==> src/rtl/vc_fifo_drain_pkg.sv <==
// Shared types and constants for the VC FIFO drain controller.
// Destination select bit position, source enum and pipeline depth.
package vc_fifo_drain_pkg;

    // Words that can still land in a destination after go is sampled low;
    // destination almost-full thresholds must leave at least this much room.
    localparam int IN_FLIGHT_DEPTH = 3;
    localparam int WCNT_W          = 4;

    typedef enum logic {
        SRC_VC0 = 1'b0,
        SRC_VC1 = 1'b1
    } vc_src_e;

    function automatic int dest_bit(input int data_width);
        return data_width - 1;
    endfunction

endpackage

==> src/rtl/vc_fifo_drain_if.sv <==
// Bundle of VC FIFO read side, destination write side and status for the drain controller.
interface vc_fifo_drain_if #(
    parameter int data_width = 6
) ();

    // Pop/push semantics: rd_enable_VCx is a pop request honoured whenever
    // the matching empty flag is low, with read data valid one cycle later;
    // push_Dx is a single-cycle write strobe the destination must accept,
    // which it guarantees by raising almost_full_Dx early enough.
    logic                  empty_fifo_VC0;
    logic                  empty_fifo_VC1;
    logic [data_width-1:0] data_out_VC0;
    logic [data_width-1:0] data_out_VC1;
    logic                  almost_full_D0;
    logic                  almost_full_D1;
    logic                  rd_enable_VC0;
    logic                  rd_enable_VC1;
    logic                  push_D0;
    logic                  push_D1;
    logic [data_width-1:0] data_out;
    logic                  idle;

    modport master (
        input  empty_fifo_VC0, empty_fifo_VC1,
        input  data_out_VC0, data_out_VC1,
        input  almost_full_D0, almost_full_D1,
        output rd_enable_VC0, rd_enable_VC1,
        output push_D0, push_D1,
        output data_out, idle
    );

    modport slave (
        output empty_fifo_VC0, empty_fifo_VC1,
        output data_out_VC0, data_out_VC1,
        output almost_full_D0, almost_full_D1,
        input  rd_enable_VC0, rd_enable_VC1,
        input  push_D0, push_D1,
        input  data_out, idle
    );

endinterface

==> src/rtl/vc_fifo_drain_wrr_grant.sv <==
// Weighted round-robin grant between VC0 and VC1, favouring VC0.
// Purely combinational: the caller owns the wcnt register.
module vc_wrr_grant
    import vc_fifo_drain_pkg::*;
#(
    parameter int vc0_weight = 3
) (
    input  logic              empty_vc0,
    input  logic              empty_vc1,
    input  logic              go,
    input  logic [WCNT_W-1:0] wcnt,
    output logic              grant_vc0,
    output logic              grant_vc1,
    output logic [WCNT_W-1:0] wcnt_next
);

    localparam logic [WCNT_W-1:0] WEIGHT = WCNT_W'(vc0_weight);

    always_comb begin
        grant_vc0 = 1'b0;
        grant_vc1 = 1'b0;
        wcnt_next = wcnt;

        if (go && !empty_vc0 && !empty_vc1) begin
            if (wcnt < WEIGHT) begin
                grant_vc0 = 1'b1;
            end else begin
                grant_vc1 = 1'b1;
            end
        end else if (go && !empty_vc0) begin
            grant_vc0 = 1'b1;
        end else if (go && !empty_vc1) begin
            grant_vc1 = 1'b1;
        end

        // The weight only counts VC0 grants that actually made VC1 wait.
        if (grant_vc1 || empty_vc1) begin
            wcnt_next = '0;
        end else if (grant_vc0) begin
            wcnt_next = wcnt + 1'b1;
        end
    end

endmodule

==> src/rtl/vc_fifo_drain.sv <==
// Drains the VC0/VC1 FIFO pair into destinations D0/D1 through a
// two-stage pop/route pipeline, routing on the word's top bit.
module vc_fifo_drain
    import vc_fifo_drain_pkg::*;
#(
    parameter int data_width = 6,
    parameter int vc0_weight = 3
) (
    input  logic              clk,
    input  logic              reset,
    vc_fifo_drain_if.master   bus,
    output logic [WCNT_W-1:0] dbg_wcnt
);

    localparam int MSB = dest_bit(data_width);

    logic                  go;
    logic                  grant_vc0;
    logic                  grant_vc1;
    logic [WCNT_W-1:0]     wcnt;
    logic [WCNT_W-1:0]     wcnt_next;
    logic                  v1;
    vc_src_e               src1;
    logic [data_width-1:0] word;

    // Destination is unknown until the word arrives, so both must have room.
    assign go = !bus.almost_full_D0 && !bus.almost_full_D1;

    vc_wrr_grant #(
        .vc0_weight(vc0_weight)
    ) u_grant (
        .empty_vc0(bus.empty_fifo_VC0),
        .empty_vc1(bus.empty_fifo_VC1),
        .go       (go),
        .wcnt     (wcnt),
        .grant_vc0(grant_vc0),
        .grant_vc1(grant_vc1),
        .wcnt_next(wcnt_next)
    );

    assign bus.rd_enable_VC0 = grant_vc0 && reset;
    assign bus.rd_enable_VC1 = grant_vc1 && reset;
    assign dbg_wcnt          = wcnt;

    assign word = (src1 == SRC_VC1) ? bus.data_out_VC1 : bus.data_out_VC0;

    always_ff @(posedge clk or negedge reset) begin
        if (!reset) begin
            wcnt        <= '0;
            v1          <= 1'b0;
            src1        <= SRC_VC0;
            bus.push_D0 <= 1'b0;
            bus.push_D1 <= 1'b0;
            bus.data_out <= '0;
            bus.idle    <= 1'b1;
        end else begin
            wcnt        <= wcnt_next;
            v1          <= grant_vc0 || grant_vc1;
            src1        <= grant_vc1 ? SRC_VC1 : SRC_VC0;
            bus.push_D0 <= v1 && !word[MSB];
            bus.push_D1 <= v1 && word[MSB];
            if (v1) begin
                bus.data_out <= word;
            end
            bus.idle <= bus.empty_fifo_VC0 && bus.empty_fifo_VC1 && !v1 &&
                        !(bus.push_D0 || bus.push_D1);
        end
    end

endmodule
==> src/flat_wrapper.sv <==
// flat-port wrapper written by rule: the top's interface ports become plain ports
module vc_fifo_drain_flat import vc_fifo_drain_pkg::*;
#(
    parameter int data_width = 6,
    parameter int vc0_weight = 3
)
  (clk, reset, dbg_wcnt, bus_empty_fifo_VC0, bus_empty_fifo_VC1, bus_data_out_VC0, bus_data_out_VC1, bus_almost_full_D0, bus_almost_full_D1, bus_rd_enable_VC0, bus_rd_enable_VC1, bus_push_D0, bus_push_D1, bus_data_out, bus_idle);
  vc_fifo_drain_if #(.data_width(data_width)) bus_i ();
  input  logic clk;
  input  logic reset;
  output logic [WCNT_W-1:0] dbg_wcnt;
  input wire logic [$bits(bus_i.empty_fifo_VC0)-1:0] bus_empty_fifo_VC0;
  input wire logic [$bits(bus_i.empty_fifo_VC1)-1:0] bus_empty_fifo_VC1;
  input wire logic [$bits(bus_i.data_out_VC0)-1:0] bus_data_out_VC0;
  input wire logic [$bits(bus_i.data_out_VC1)-1:0] bus_data_out_VC1;
  input wire logic [$bits(bus_i.almost_full_D0)-1:0] bus_almost_full_D0;
  input wire logic [$bits(bus_i.almost_full_D1)-1:0] bus_almost_full_D1;
  output wire logic [$bits(bus_i.rd_enable_VC0)-1:0] bus_rd_enable_VC0;
  output wire logic [$bits(bus_i.rd_enable_VC1)-1:0] bus_rd_enable_VC1;
  output wire logic [$bits(bus_i.push_D0)-1:0] bus_push_D0;
  output wire logic [$bits(bus_i.push_D1)-1:0] bus_push_D1;
  output wire logic [$bits(bus_i.data_out)-1:0] bus_data_out;
  output wire logic [$bits(bus_i.idle)-1:0] bus_idle;
  assign bus_i.empty_fifo_VC0 = bus_empty_fifo_VC0;
  assign bus_i.empty_fifo_VC1 = bus_empty_fifo_VC1;
  assign bus_i.data_out_VC0 = bus_data_out_VC0;
  assign bus_i.data_out_VC1 = bus_data_out_VC1;
  assign bus_i.almost_full_D0 = bus_almost_full_D0;
  assign bus_i.almost_full_D1 = bus_almost_full_D1;
  assign bus_rd_enable_VC0 = bus_i.rd_enable_VC0;
  assign bus_rd_enable_VC1 = bus_i.rd_enable_VC1;
  assign bus_push_D0 = bus_i.push_D0;
  assign bus_push_D1 = bus_i.push_D1;
  assign bus_data_out = bus_i.data_out;
  assign bus_idle = bus_i.idle;
  vc_fifo_drain #(.data_width(data_width), .vc0_weight(vc0_weight)) u_core (.clk(clk), .reset(reset), .bus(bus_i), .dbg_wcnt(dbg_wcnt));
endmodule
==> config.mk <==
export PLATFORM = sky130hd
export DESIGN_NAME = vc_fifo_drain_flat
export DESIGN_NICKNAME = d
export VERILOG_FILES = /design/src/rtl/vc_fifo_drain_pkg.sv /design/src/rtl/vc_fifo_drain_if.sv /design/src/rtl/vc_fifo_drain_wrr_grant.sv /design/src/rtl/vc_fifo_drain.sv /design/src/flat_wrapper.sv
export SDC_FILE = /design/constraint.sdc
export NUM_CORES = 1
export LEC_CHECK = 0
export CORE_MARGIN = 4
export CORE_UTILIZATION = 38
export CTS_BUF_LIST = sky130_fd_sc_hd__clkbuf_8 sky130_fd_sc_hd__clkbuf_16
export DETAILED_ROUTE_END_ITERATION = 8
export GPL_TIMING_DRIVEN = 0
export PLACE_DENSITY_LB_ADDON = 0.05
export SLEW_MARGIN = 20
export SYNTH_ARGS = -nofsm -noshare
export SYNTH_HDL_FRONTEND = slang
export SYNTH_HIERARCHICAL = 1
export SYNTH_SLANG_ARGS = --single-unit
==> constraint.sdc <==
create_clock -name clk -period 2 [get_ports clk]
set_clock_uncertainty 0.05 [all_clocks]
set_input_delay 0.2 -clock clk [delete_from_list [all_inputs] [get_ports clk]]
set_output_delay 0.2 -clock clk [all_outputs]
set_load 0.005 [all_outputs]
==> results of run 1 <==
[synthesized netlist by cell type]
cell and instances:
dfrtp_1 14, nor2_1 8, a21oi_1 6, mux2i_1 6, and2_1 4, nor2b_1 3
a22o_1 1, a32o_2 1, and2_2 1, buf_4 1, buf_6 1, dfstp_2 1
ha_1 1, inv_1 1, nand2_1 1, nor3_1 1, nor3b_1 1, nor4_1 1
nor4_4 1, o211a_1 1, or2_2 1
[sequential cells by signal, indices dropped and copies added (netlist names)]
signal / flops
u_core/dbg_wcnt: 4
u_core/bus.data_out: 6
u_core/src1: 1
u_core/v1: 1
u_core/bus.idle: 1
u_core/bus.push_D0: 1
u_core/bus.push_D1: 1
[final cells by class]
| type | count | area share |
|---|---|---|
| buffer | 2 | 0.0170 |
| clock buffer | 3 | 0.0374 |
| clock inverter | 1 | 0.00340 |
| inverter | 1 | 0.00340 |
| multi-input combinational | 38 | 0.266 |
| sequential | 15 | 0.341 |
| tap | 16 | 0.0181 |
| timing repair buffer | 35 | 0.314 |
[cell usage in the layout, fill, tap and decap left out, drive strengths merged, types with 2 or more instances in the layout]
cell type,instances
a21oi,6
mux2i,6
and2,5
nor4,2
dlymetal6s2s,2
nor2b,3
dfrtp,14
buf,5
inv,2
clkdlybuf4s50,29
clkbuf,3
nor2,8
[worst max-delay path, delay by kind of cell (launching register included)]
| family | cells | cell delay [ns] |
|---|---|---|
| adder cells (fa/ha/maj) | 1 | 0.22 |
| buffers and inverters | 1 | 0.14 |
| flip-flops | 1 | 0.39 |
| AND/OR/NAND/NOR | 3 | 0.43 |
[path summary, 6_finish.rpt]
kind / start / endpoint / slack (ns) / cells after the start
worst max-delay path: u_core/dbg_wcnt[1] / bus_rd_enable_VC1 / 0.32 / 5
min in group clk: u_core/bus.push_D0 / u_core/bus.idle / 0.35 / 1
max in group asynchronous: reset / u_core/bus.data_out[0] / 1.42 / 1
worst min register to register: u_core/bus.push_D0 / u_core/bus.idle / 0.35 / 1
worst max register to register: u_core/dbg_wcnt[1] / u_core/v1 / 0.64 / 4
worst min-delay path: reset / u_core/bus.data_out[5] / 0.05 / 1
[kinds of logic (layout without fill, tap and decap cells)]
| group | Yosys count | count (layout) | share of synthesized area |
|---|---|---|---|
| simple gates | 22 | 22 | 0.198 |
| flops | 15 | 15 | 0.568 |
| compound gates | 9 | 9 | 0.0906 |
| mux | 6 | 6 | 0.0906 |
| buf+inv | 3 | 42 | 0.0340 |
| fa+ha+maj | 1 | 1 | 0.0189 |
[metal layers]
layer,up-vias,GRT usage
met3,2,0.0572
met5,-,0
li1,274,-
met1,257,0.176
met4,0,0.0415
met2,13,0.229
[per-stage QoR]
step / std cells / util / power [W] / setup TNS, ns / setup slack [ns]
after floorplan: 56 / - / 0.000395 / 0 / 0.576
after global routing: 111 / 0.701 / 0.000773 / 0 / 0.253
after detailed placement: 104 / 0.637 / 0.000500 / -0.276 / -0.140
final: 111 / 0.701 / 0.000729 / 0 / 0.323
after CTS: 110 / 0.690 / 0.000739 / 0 / 0.00381
after global placement: 104 / 0.637 / 0.000497 / -0.247 / -0.125
[report_power, final]
group | internal (W) | switching, W
Clock | 0.000136 | 0.0000940
Combinational | 0.0000993 | 0.0000526
Sequential | 0.000332 | 0.0000152
[timing repair]
action,CTS,global route
buffers inserted,2,1
pin swaps,2,2
endpoints found under the setup margin,2,2
resized for setup,8,3
==> impl_metrics.env, run 1 <==
export IMPL_clockBufferDepth=2
export IMPL_syn_area_um2=663
export IMPL_ir_drop_uv=587
export IMPL_wl_per_cell_um=13.5
export IMPL_min_period_ns=1.68
export IMPL_via_per_inst=4.92
export IMPL_rsz0062_at_grt="no"
export IMPL_dpl_cell_area_um2=1000
export IMPL_drv_slew=0
export IMPL_overflow=0
export IMPL_timing_hold_worst_class="input pin to async pin"
export IMPL_synth_top_cell_area_share=0.528
export IMPL_hold_viol=0
export IMPL_insertion_delay_ns=0.24
export IMPL_drt_iter0_drc=5
export IMPL_hold_buffers=0
export IMPL_synth_top_cell_by_area="dfrtp_1"
export IMPL_ctsHtreeMaxLevel=1
export IMPL_fin_hold_ws_ns=0.0495
export IMPL_path_clk_slew_ns=0.05
export IMPL_syn_nets=75
export IMPL_cts_sinks=15
export IMPL_highest_layer="met4"
export IMPL_ys_seq_area_frac=0.568
export IMPL_final_area_um2=1100
export IMPL_crit_path_start_kind="flop"
export IMPL_firstDrtPassIters=2
export IMPL_portBuffers=32
export IMPL_grt_pass1_wl_um=2680
export IMPL_io_pins=33
export IMPL_regArea_um2=377
export IMPL_nNetsFinal=115
export IMPL_met3_length_um=64
export IMPL_multi_input_area_um2=294
export IMPL_dp_hpwl_um=1100
export IMPL_cts_made_buffers=3
export IMPL_maxSlewHeadroom=0.553
export IMPL_nFillCells=125
export IMPL_status="finished clean"
export IMPL_netlist_instances=56
export IMPL_slowest_stage="dfrtp_1"
export IMPL_setup_violations=0
export IMPL_synth_lib_cells_used_distinct=21
export IMPL_wirelength_um=1500
export IMPL_ant_nets=0
export IMPL_ys_ff_latch=15
export IMPL_max_cap_violations=0
export IMPL_path_max_fanout=3
export IMPL_grt_use_total=0.143
export IMPL_synth_top_cells_by_area="dfrtp_1 53%, mux2i_1 9.1%, a21oi_1 4.5%"
export IMPL_worst_pin_slew_ns=0.671
export IMPL_cp_arrival_ns=1.43
export IMPL_max_freq_mhz=596
export IMPL_crit_path_end_kind="output pin"
export IMPL_antenna_found_initial=0
export IMPL_ys_warn_count=6
export IMPL_critPathMaxStageDelay_ns=0.39
export IMPL_initial_core_util=0.421
export IMPL_wl_met2_um=802
export IMPL_avgSynthCellArea_um2=11.8
export IMPL_grt_pass1_vias=595
export IMPL_drc=0
export IMPL_drt_met1_wl_um=619
export IMPL_num_vias=546
export IMPL_ctsRootBufferMaster="clkbuf_8"
export IMPL_syn2layout_area_growth_pct=66.6
export IMPL_power_density_nw_per_um2=660
export IMPL_dieArea_um2=2480
export IMPL_path_class="flop to output pin"
export IMPL_core_um2=1580
export IMPL_dieHeight_um=49.8
export IMPL_gp_congestion=0.687
export IMPL_p_leak_nw=0.518
export IMPL_cp_data_required_time_ns=1.75
export IMPL_layout_drive_gt1_share=0.189
export IMPL_antennaDiodeCount=0
export IMPL_cp_cell_sequence="ha_2 > nor4_4 > nor2b_4 > and2_1 > dlymetal6s2s_1"
export IMPL_cts_tree="done"
export IMPL_final_period_utilization=0.839
export IMPL_grt_max_degree=18
export IMPL_die_w_um=49.8
export IMPL_core_rowCount=14
Note: power is estimated with default switching activity, not from simulation.
==> run 2, diff against run 1 <==
- clock period: 2 -> 1.61 ns (I/O delays scaled with it)
==> impl_metrics.env, run 2 (synthesis gave the netlist of run 1 again) <==
export IMPL_status="finished clean"
export IMPL_io_pins=33
export IMPL_regMostFlops="u_core/bus.data_out"
export IMPL_ctsHtreeMaxLevel=1
export IMPL_grt_use_total=0.144
export IMPL_core_rowCount=14
export IMPL_fin_setup_tns_ns=0
export IMPL_path_max_fanout=2
export IMPL_dp_hpwl_um=1100
export IMPL_insertion_delay_ns=0.24
export IMPL_gp_congestion=0.687
export IMPL_clockBufferDepth=2
export IMPL_ir_drop_uv=762
export IMPL_power_w=0.000909
export IMPL_cts_made_buffers=3
export IMPL_path_delay_family="simple AND/OR/NAND/NOR gates"
export IMPL_antenna_found_initial=0
export IMPL_hold_viol=0
export IMPL_nNetsFinal=118
export IMPL_largest_reg_flops=6
export IMPL_grt_max_degree=18
export IMPL_antennaDiodeCount=0
export IMPL_crit_path_start_kind="flop"
export IMPL_path_class="flop to output pin"
export IMPL_power_density_nw_per_um2=814
export IMPL_rr_endpoint="u_core/v1"
export IMPL_die_w_um=49.8
export IMPL_ff2ff_path_depth=5
export IMPL_r2r_start="u_core/dbg_wcnt[0]"
export IMPL_hold_buffers=0
export IMPL_cp_depth=5
export IMPL_drc=0
export IMPL_rsz0062_at_grt="yes"
export IMPL_cp_data_required_time_ns=1.40
export IMPL_most_common_layout_cells="29 x clkdlybuf4s50_1, 14 x dfrtp_1, 7 x buf_4, 7 x nor2_1"
export IMPL_min_period_ns=1.59
export IMPL_drt_iter0_drc=5
export IMPL_grt_pass1_vias=615
export IMPL_core_um2=1580
export IMPL_dieArea_um2=2480
export IMPL_drv_slew=0
export IMPL_timing_hold_worst_class="input pin to async pin"
export IMPL_portBuffers=32
export IMPL_wirelength_um=1500
export IMPL_num_vias=562
export IMPL_post_route_util=0.708
export IMPL_firstDrtPassIters=2
export IMPL_via_per_inst=4.93
export IMPL_wl_per_cell_um=13.2
export IMPL_max_cap_violations=0
export IMPL_crit_buf_inv=1
export IMPL_setup_violations=0
export IMPL_dieHeight_um=49.8
export IMPL_r2r_setup_slack_ns=0.14
export IMPL_cp_arrival_ns=1.37
export IMPL_layout_drive_gt1_share=0.245
export IMPL_ctsRootBufferMaster="clkbuf_8"
export IMPL_grt_pass1_wl_um=2720
export IMPL_crit_path_end_kind="output pin"
export IMPL_initial_core_util=0.421
export IMPL_overflow=0
export IMPL_max_freq_mhz=631
export IMPL_final_common_cell="clkdlybuf4s50_1"
export IMPL_cp_cell_sequence="ha_2 > nor4_4 > nor2b_4 > and2_4 > buf_6"
export IMPL_cts_tree="done"
export IMPL_worst_pin_slew_ns=0.684
export IMPL_critPathMaxStageDelay_ns=0.39
export IMPL_ant_nets=0
export IMPL_maxSlewHeadroom=0.544
export IMPL_final_period_utilization=0.985
export IMPL_cts_sinks=15
export IMPL_p_leak_nw=0.503
export IMPL_slowest_stage="dfrtp_1"
export IMPL_path_clk_slew_ns=0.06
export IMPL_syn2layout_area_growth_pct=68.3
==> run 2: per-layer routing <==
layer | part of all wire | track usage | wire length (um)
met4 | 0.021 | 0.0415 | 31
met5 | 0 | 0 | 0
met3 | 0.043 | 0.0572 | 65
met2 | 0.53 | 0.238 | 802
met1 | 0.40 | 0.172 | 601
==> run 2: how the worst max path moves through the flow <==
stage,startpoint,to
after floorplan,u_core/dbg_wcnt[0],u_core/v1
after global placement,bus_almost_full_D0,bus_rd_enable_VC1
after detailed placement,reset,bus_rd_enable_VC1
after CTS,u_core/dbg_wcnt[1],bus_rd_enable_VC0
after global routing,u_core/dbg_wcnt[0],bus_rd_enable_VC1
final,u_core/dbg_wcnt[0],bus_rd_enable_VC1
==> run 2: cell type report <==
| class | count | area, um^2 |
|---|---|---|
| inverter | 1 | 3.75 |
| sequential | 15 | 377 |
| clock buffer | 3 | 41.3 |
| buffer | 2 | 18.8 |
| multi-input combinational | 38 | 292 |
| timing repair buffer | 38 | 360 |
| tap | 16 | 20.0 |
| clock inverter | 1 | 3.75 |
| fill | 124 | 460 |
==> run 2: metrics by stage <==
stage | setup slack [ns] | area, um^2 | hold slack [ns] | cells
5_1_grt | -0.0465 | 1120 | 0.0671 | 114
4_1_cts | 0.00907 | 1100 | 0.0369 | 113
2_1_floorplan | 0.186 | 663 | -0.185 | 56
3_5_place_dp | -0.452 | 1000 | 0.343 | 104
3_3_place_gp | -0.437 | 1000 | 0.336 | 104
6_report | 0.0245 | 1120 | 0.0164 | 114
==> run 2: report_power, final <==
part           internal, W  leakage, nW  switching, W
clock network     0.000168       0.0269      0.000116
logic             0.000127        0.291     0.0000656
registers         0.000413        0.185     0.0000189
==> run 2: repair_timing <==
action	CTS	global route
pin swaps	5	3
hold endpoints to repair	0	0
setup endpoints to repair	2	2
resized for setup	16	2
setup buffers	5	1
